==> config.mk <==
export PLATFORM = sky130hd
export DESIGN_NAME = regfile_seq
export DESIGN_NICKNAME = d
export VERILOG_FILES = /design/src/rtl/regfile_seq.sv
export SDC_FILE = /design/constraint.sdc
export NUM_CORES = 1
export LEC_CHECK = 0
export CORE_MARGIN = 3
export CORE_UTILIZATION = 49
export CTS_CLUSTER_SIZE = 25
export DETAILED_ROUTE_END_ITERATION = 8
export PLACE_DENSITY = 0.78
export SYNTH_ARGS = -nofsm -noshare
export SYNTH_HDL_FRONTEND = slang
export SYNTH_SLANG_ARGS = --single-unit
export TNS_END_PERCENT = 1
==> constraint.sdc <==
create_clock -name clk -period 1.7 [get_ports clk]
set_input_delay 0.425 -clock clk [delete_from_list [all_inputs] [get_ports clk]]
set_output_delay 0.425 -clock clk [all_outputs]
set_load 0.02 [all_outputs]
==> src/rtl/regfile_seq.sv <==
// Command sequencer for the RNBIP-2 8x8 register file: expands instruction bytes
// into enab/mux_sel/reg_sel/seg command cycles. Optional macro: RFSEQ_ILLEGAL_TRAP_EN.
module regfile_seq #(
    parameter int IMM_WAIT_MAX = 255
) (
    input  logic       clk,
    input  logic       rst,
    input  logic       ir_valid,
    input  logic [7:0] ir,
    output logic       ir_ready,
    output logic [1:0] enab,
    output logic [2:0] mux_sel,
    output logic [2:0] reg_sel,
    output logic [2:0] seg,
    output logic       or2_load,
    output logic [7:0] or2_data,
    output logic [2:0] alu_fn,
    output logic       busy,
    output logic       err
);

    typedef enum logic [3:0] {
        S_IDLE,
        S_IMM,
        S_LOAD,
        S_WRITE,
        S_READ,
        S_ALU_WAIT,
        S_ALU_WB,
`ifdef RFSEQ_ILLEGAL_TRAP_EN
        S_TRAP,
`endif
        S_CLEAR
    } state_t;

    localparam logic [1:0] ENAB_CLR  = 2'b00;
    localparam logic [1:0] ENAB_WR   = 2'b01;
    localparam logic [1:0] ENAB_HOLD = 2'b10;
    localparam logic [1:0] ENAB_RD   = 2'b11;

    localparam logic [2:0] SRC_R0  = 3'b000;
    localparam logic [2:0] SRC_RN  = 3'b001;
    localparam logic [2:0] SRC_OR2 = 3'b010;
    localparam logic [2:0] SRC_ALU = 3'b011;

    localparam logic [1:0] OP_MOV = 2'b00;
    localparam logic [1:0] OP_MVI = 2'b01;
    localparam logic [1:0] OP_ALU = 2'b10;
    localparam logic [1:0] OP_SYS = 2'b11;

    // Counter holds 0..IMM_WAIT_MAX-1; the abort fires on the last of those cycles.
    localparam int CW = (IMM_WAIT_MAX > 1) ? $clog2(IMM_WAIT_MAX) : 1;
    localparam logic [CW-1:0] WAIT_LAST = CW'(IMM_WAIT_MAX - 1);

    state_t          state_q;
    logic [2:0]      rd_q;
    logic [CW-1:0]   wait_q;
    logic [1:0]      enab_q;
    logic [2:0]      mux_sel_q;
    logic [2:0]      reg_sel_q;
    logic [2:0]      seg_q;
    logic            or2_load_q;
    logic [7:0]      or2_data_q;
    logic [2:0]      alu_fn_q;
    logic            err_q;
    logic            xfer;

    assign ir_ready = (state_q == S_IDLE) || (state_q == S_IMM);
    assign xfer     = ir_valid && ir_ready;
    assign busy     = (state_q != S_IDLE);

    assign enab     = enab_q;
    assign mux_sel  = mux_sel_q;
    assign reg_sel  = reg_sel_q;
    assign seg      = seg_q;
    assign or2_load = or2_load_q;
    assign or2_data = or2_data_q;
    assign alu_fn   = alu_fn_q;
    assign err      = err_q;

    // Command registers are loaded with the values belonging to the state being
    // entered, so they line up cycle-for-cycle with state_q.
    always_ff @(posedge clk) begin
        if (rst) begin
            state_q    <= S_IDLE;
            rd_q       <= 3'b000;
            wait_q     <= '0;
            enab_q     <= ENAB_HOLD;
            mux_sel_q  <= 3'b000;
            reg_sel_q  <= 3'b000;
            seg_q      <= 3'b000;
            or2_load_q <= 1'b0;
            or2_data_q <= 8'h00;
            alu_fn_q   <= 3'b000;
            err_q      <= 1'b0;
        end else begin
            enab_q     <= ENAB_HOLD;
            mux_sel_q  <= 3'b000;
            reg_sel_q  <= 3'b000;
            seg_q      <= 3'b000;
            or2_load_q <= 1'b0;

            case (state_q)
                S_IDLE: begin
                    if (xfer) begin
                        rd_q <= ir[5:3];
                        unique case (ir[7:6])
                            OP_MOV: begin
                                state_q   <= S_WRITE;
                                enab_q    <= ENAB_WR;
                                mux_sel_q <= (ir[2:0] == 3'b000) ? SRC_R0 : SRC_RN;
                                reg_sel_q <= ir[2:0];
                                seg_q     <= ir[5:3];
                            end
                            OP_MVI: begin
                                state_q <= S_IMM;
                                wait_q  <= '0;
                            end
                            OP_ALU: begin
                                state_q  <= S_READ;
                                alu_fn_q <= ir[5:3];
                                enab_q   <= ENAB_RD;
                                seg_q    <= ir[2:0];
                            end
                            OP_SYS: begin
                                if (ir[5:0] == 6'd0) begin
                                    state_q <= S_CLEAR;
                                    enab_q  <= ENAB_CLR;
                                end
`ifdef RFSEQ_ILLEGAL_TRAP_EN
                                else if (ir[5:0] != 6'd1) begin
                                    state_q <= S_TRAP;
                                    err_q   <= 1'b1;
                                end
`endif
                            end
                        endcase
                    end
                end
                S_IMM: begin
                    if (xfer) begin
                        or2_data_q <= ir;
                        or2_load_q <= 1'b1;
                        state_q    <= S_LOAD;
                    end else if ((IMM_WAIT_MAX > 0) && (wait_q == WAIT_LAST)) begin
                        err_q   <= 1'b1;
                        state_q <= S_IDLE;
                    end else begin
                        wait_q <= wait_q + CW'(1);
                    end
                end
                S_LOAD: begin
                    state_q   <= S_WRITE;
                    enab_q    <= ENAB_WR;
                    mux_sel_q <= SRC_OR2;
                    seg_q     <= rd_q;
                end
                S_READ: begin
                    state_q <= S_ALU_WAIT;
                end
                S_ALU_WAIT: begin
                    state_q   <= S_ALU_WB;
                    enab_q    <= ENAB_WR;
                    mux_sel_q <= SRC_ALU;
                end
`ifdef RFSEQ_ILLEGAL_TRAP_EN
                S_TRAP: begin
                    state_q <= S_TRAP;
                end
`endif
                default: begin
                    state_q <= S_IDLE;
                end
            endcase
        end
    end

endmodule

---- After elaboration in Yosys (flattened, before gate mapping) ----
Index checks and enable logic that the tools add are counted.
storage, ports and cells
  register bits ........................... 39
  input bits .............................. 11
  output and inout port bits .............. 26
  word-level logic and storage cells ...... 70
operators by class
  add/sub/neg operators ................... 1
  eq/ne operators ......................... 14
  multiplexer cells ....................... 23
  bitwise logic cells ..................... 4
  reductions and logical operators ........ 17
operators by type and width
  cell                                                             count
  8-bit 2-to-1 mux                                                 4
  4-bit case mux with 5 select lines                               1
  4-bit 2-to-1 mux                                                 4
  4-bit case mux with 4 select lines                               1
  8-bit case mux with 2 select lines                               1
  2-bit case mux with 3 select lines                               2
  3-bit case mux with 2 select lines                               2
  3-bit AND reduction                                              3
  8-bit by 1-bit adder with 8-bit output, second input constant    1
  4-bit by 3-bit == test with 1-bit output, second input constant  2
  8-bit == test, second input constant                             1
  6-bit zero test                                                  1
  2-bit inequality test, second input constant                     3
  5-bit AND reduction                                              1
  2-bit == test, second input constant                             2
  4-bit by 1-bit == test with 1-bit output, second input constant  1
  4-bit by 2-bit == test with 1-bit output, second input constant  1
  4-bit zero test                                                  1
  1-bit 2-to-1 mux                                                 4
  2-bit 2-to-1 mux                                                 2
  1-bit inverter                                                   4
  2-bit case mux with 2 select lines                               1
  2-bit AND reduction                                              2
  4-bit nonzero test                                               1
  other kinds (12)                                                 13

---- Depth between registers and ports, before layout ----
  word-level depth ........................ 5
  gate-level depth with buffers ........... 7
  gate-level depth less buffers ........... 6

---- Worst setup path after synthesis ----
No wires, ideal clock.
  kind .................................... input to register
  start ................................... input ir[7]
  end ..................................... register wait_q[1]
  setup time .............................. 70 ps
  arrival time ............................ 1541 ps
  data required time ...................... 1630 ps
  slack ................................... 88 ps
  stages .................................. 6
  path buffers ............................ 0
  cells stage by stage .................... inv_1 ha_1 and3b_1 o22ai_1 or4b_1 a21oi_1
between the ends
  cells in the longest elaborated chain, start to end .. 3
RTL lines
  item                                                        RTL line  RTL
  from (decl)                                                 9         input logic [7:0] ir,
  2-bit by 1-bit == test with 1-bit output                    107       unique case (ir[7:6])
  2-bit by 1-bit inequality test with 1-bit output (no line)  --
  5-bit AND reduction (no line)                               --
  to (signal assigned)                                        149       wait_q <= wait_q + CW'(1);
  to (decl)                                                   57        logic [CW-1:0] wait_q;
Every way passes these cells.
A chain may end at the register's enable or synchronous reset.

---- Final worst setup path ----
  start ................................... register state_q[2]
  end ..................................... output ir_ready
between the ends
  cells in the longest elaborated chain, start to end .. 2
  elaborated cells between the ends (all ways) .. 3
  classes of those cells .................. eq/ne: 1; reduce/logical: 2
RTL lines
  item                                                                         RTL line  RTL
  from (decl)                                                                  55        state_t state_q;
  from (signal assigned)                                                       85        state_q <= S_IDLE;
  from (signal assigned)                                                       109       state_q <= S_WRITE;
  from (signal assigned)                                                       116       state_q <= S_IMM;
  4-bit by 1-bit == test with 1-bit output or 4-bit zero test (tied branches)  68        assign ir_ready = (state_q == S_IDLE) || (state_q == S_IMM);
  1-bit logical OR (*)                                                         68
  to (decl)                                                                    10        output logic ir_ready,
Every way passes the cells marked *; elsewhere a longest branch is shown, timed or not.

==> results by group <==
Worst hold path
  – Worst Hold Launch: ir[0]
  – Hold crit path type: input port to flip-flop
  – WHS Path Cells: 3

Global route
  – All-Layer GR Usage: 0.251
  – Number of global-route vias before repair: between 1,500 and 2,000
  – First-pass GRT wire length: ~8000 um
  – Largest net degree at the start of global routing: 18
  – Initial antenna violation count: 0
  – Congestion Overflow GR: 0

Power
  – Worst vdd ir: 0.000512 V
  – Total Power: 2.15 mW
  – PD cells: 893 mW/mm2
  – Pleak: 1.12 nW

Logic synthesis
  – Mapped Nets: 219
  – Most common cell in the netlist: nand2_1
  – Register area share after synthesis: 0.448
  – Post-synth EDFFs: 0
  – Top FF cell, synth: dfxtp_1
  – Multiplexer share of the synthesized area: 0
  – Post-Syn Area: 0.00165 mm2
  – Synth Area in Adders: 0.0454
  – Syn_area_per_cell: 8.18 um2
  – Asr flop ratio synth: 0
  – Xor/xnor cell area share of the yosys netlist: 0
  – Synth top area share: 0.448
  – Synth area leaders: dfxtp_1 45%, nand2_1 8.6%, a21oi_1 7.6%
  – Compound-Gate Fraction of Synth Area: 0.195
  – Largest area contributor in the netlist: dfxtp_1
  – Cells after Synth: 202
  – Post-synth cell types: 40
  – Synth warn: 0
  – Largest family of logic cells by synthesized area: simple AND/OR/NAND/NOR gates
  – Synthesized-area fraction occupied by and/or/nand/nor cells: 0.258
  – #FFs+latches synth: 37
  – Synth cell count leaders: 38 x nand2_1, 37 x dfxtp_1, 25 x a21oi_1

Placed design
  – PortBufs: 35
  – Gpl congestion: 0.872
  – Final HPWL from detailed placement: 3590 um
  – Area after DPL: about 0.0023 mm2

Route
  – Wire per inst: 15.4 um
  – Residual DRC: 0
  – Detail Route Antenna Nets: 0
  – Post-Route WL: approximately 4800 um
  – DR iter-0 viols: ~120
  – Via-to-Cell Ratio: 5.57
  – Via Count: 1,742
  – Drt first pass iters: 4

Cells and area
  – Share of layout cells above drive strength 1: 0.245
  – Design area: 0.00240 mm2
  – Area growth, synth to finish: 45.4%
  – Fin nets: around 290
  – N_diodes: 0

Critical path
  – Levels on crit path: 3
  – Worst R2R Path Depth: 6
  – CP endpoint: ir_ready
  – Critical path fanouts, max: 4
  – Crit path cell chain: or2_1, inv_1, buf_4
  – Critical path origin: state_q[2]
  – Crit. End Element: output pin
  – CP max stage cell: dfxtp_2
  – Worst endpoint data arrival time: 1.21 ns
  – CP top delay family: flip-flops
  – Reg2reg start: wait_q[0]
  – Required @ worst endpoint: 1.27 ns
  – Worst setup SP type: flip-flop
  – R2R Path End: wait_q[1]
  – CP peak stage delay: 0.36 ns
  – Category of the most critical setup path: flip-flop to output pin
  – Reg2reg setup slack: 0.10 ns
  – WP buf/inv: 2

Timing
  – Slew Viols, Final: 0
  – Clk_skew: 0.00626 ns
  – Unrepaired setup endpoints after global routing: yes
  – Setup_tns: 0 ns
  – Fmax: 611 MHz
  – Hold_ws: approximately 0.44 ns
  – Hold Fails Final Rpt: 0
  – Setup violations, final: 0
  – Period Utilization, post-route: 0.963
  – Tmin final: 1.64 ns

Clocking
  – CTS clk-pin slew, worst paths: about 0.11 ns
  – TritonCTS Buffers: 5
  – Hold buffer count at cts: 0
  – Clk_lat worst skew: ~0.35 ns
  – Total clock sinks: 37
  – Clk buf depth: 2
  – CTS tree: built
  – Root buffer cell: clkbuf_4
  – Htree depth: 2

Run
  – MaxCap Viol Count: 0

Floorplan
  – Die Y: 64.1 um
  – Num rows: 20
  – Die area: slightly above 0.004 mm2
  – Die W: 64.1 um
  – Core area: 0.00313 mm2
  – Initial Util: 0.528
  – I/O pin count: 37

Run status
  – Outcome: completed
[cell type report]
class                      instances  area, um2
tap                               44       55.1
multi-input combinational        146        905
sequential                        37        743
clock inverter                     1       7.51
timing repair buffer              71        612
inverter                           8       30.0
clock buffer                       6       51.3
fill                             241        724
[registers in the layout, summed over array words and instances (netlist names)]
name and cells:
reg_sel 3, or2_load 1, alu_fn 3, seg 3, mux_sel 2, state_q 3, rd_q 3, err 1
wait_q 8, enab 2, or2_data 8
[per-stage QoR]
step	util	instances	setup slack, ns
after global routing	0.768	313	-0.0109
after global placement	0.724	305	-0.398
after CTS	0.739	312	-0.0548
final	0.768	313	0.0630
after floorplan	-	202	0.0883
after detailed placement	0.724	305	-0.520
[cell usage in the layout, fill, tap and decap left out, drive strengths merged, types with 4 or more instances in the layout]
master	synthesis	layout
ha	6	6
clkdlybuf4s50	0	5
dlymetal6s2s	0	9
inv	7	7
clkbuf	7	6
dlygate4sd2	0	19
nor2	10	10
and2	4	4
and3	5	5
dfxtp	37	37
o21ai	5	5
nor3	4	4
nand3	11	11
buf	4	38
a21oi	25	25
nand2	38	38
a211oi	4	4
[worst min-delay path by stage]
stage | slack [ns] | endpoint
floorplan | 0.43 | wait_q[7]
global placement | 0.44 | or2_data[2]
detailed placement | 0.45 | or2_data[6]
CTS | 0.46 | or2_data[7]
global route | 0.44 | reg_sel[0]
finish | 0.44 | reg_sel[0]
[routing by layer]
| metal | vias to the layer above | share of wire | GRT usage |
|---|---|---|---|
| li1 | 843 | - | - |
| met1 | 814 | 0.43 | 0.314 |
| met2 | 75 | 0.49 | 0.418 |
| met3 | 10 | 0.062 | 0.0615 |
| met4 | 0 | 0.015 | 0.0889 |
| met5 | - | 0 | 0 |
[kinds of logic (layout without fill, tap and decap cells)]
logic type,after synthesis,after routing
AND/OR/NAND/NOR,87,87
AO/OA/AOI/OAI,52,52
flip-flops,37,37
buffers and inverters,19,86
adder cells (fa/ha/maj),6,6
other,1,1
[tightest hold or removal path, delay by kind of cell]
family	cells	cell delay [ns]
buffers and inverters	2	0.22
AND/OR/NAND/NOR	1	0.11
[report_power, final]
part           internal (mW)  total (mW)  switching, mW
Clock                  0.194       0.477          0.284
Combinational          0.315       0.709          0.394
Sequential             0.929       0.961         0.0314
[what timing repair did]
item | in CTS | in global routing
endpoints found under the setup margin | 32 | 16
pin swaps | 1 | 8
gates resized for setup | 28 | 28
buffers inserted | 0 | 1
Power figures use the tool's default switching activity.
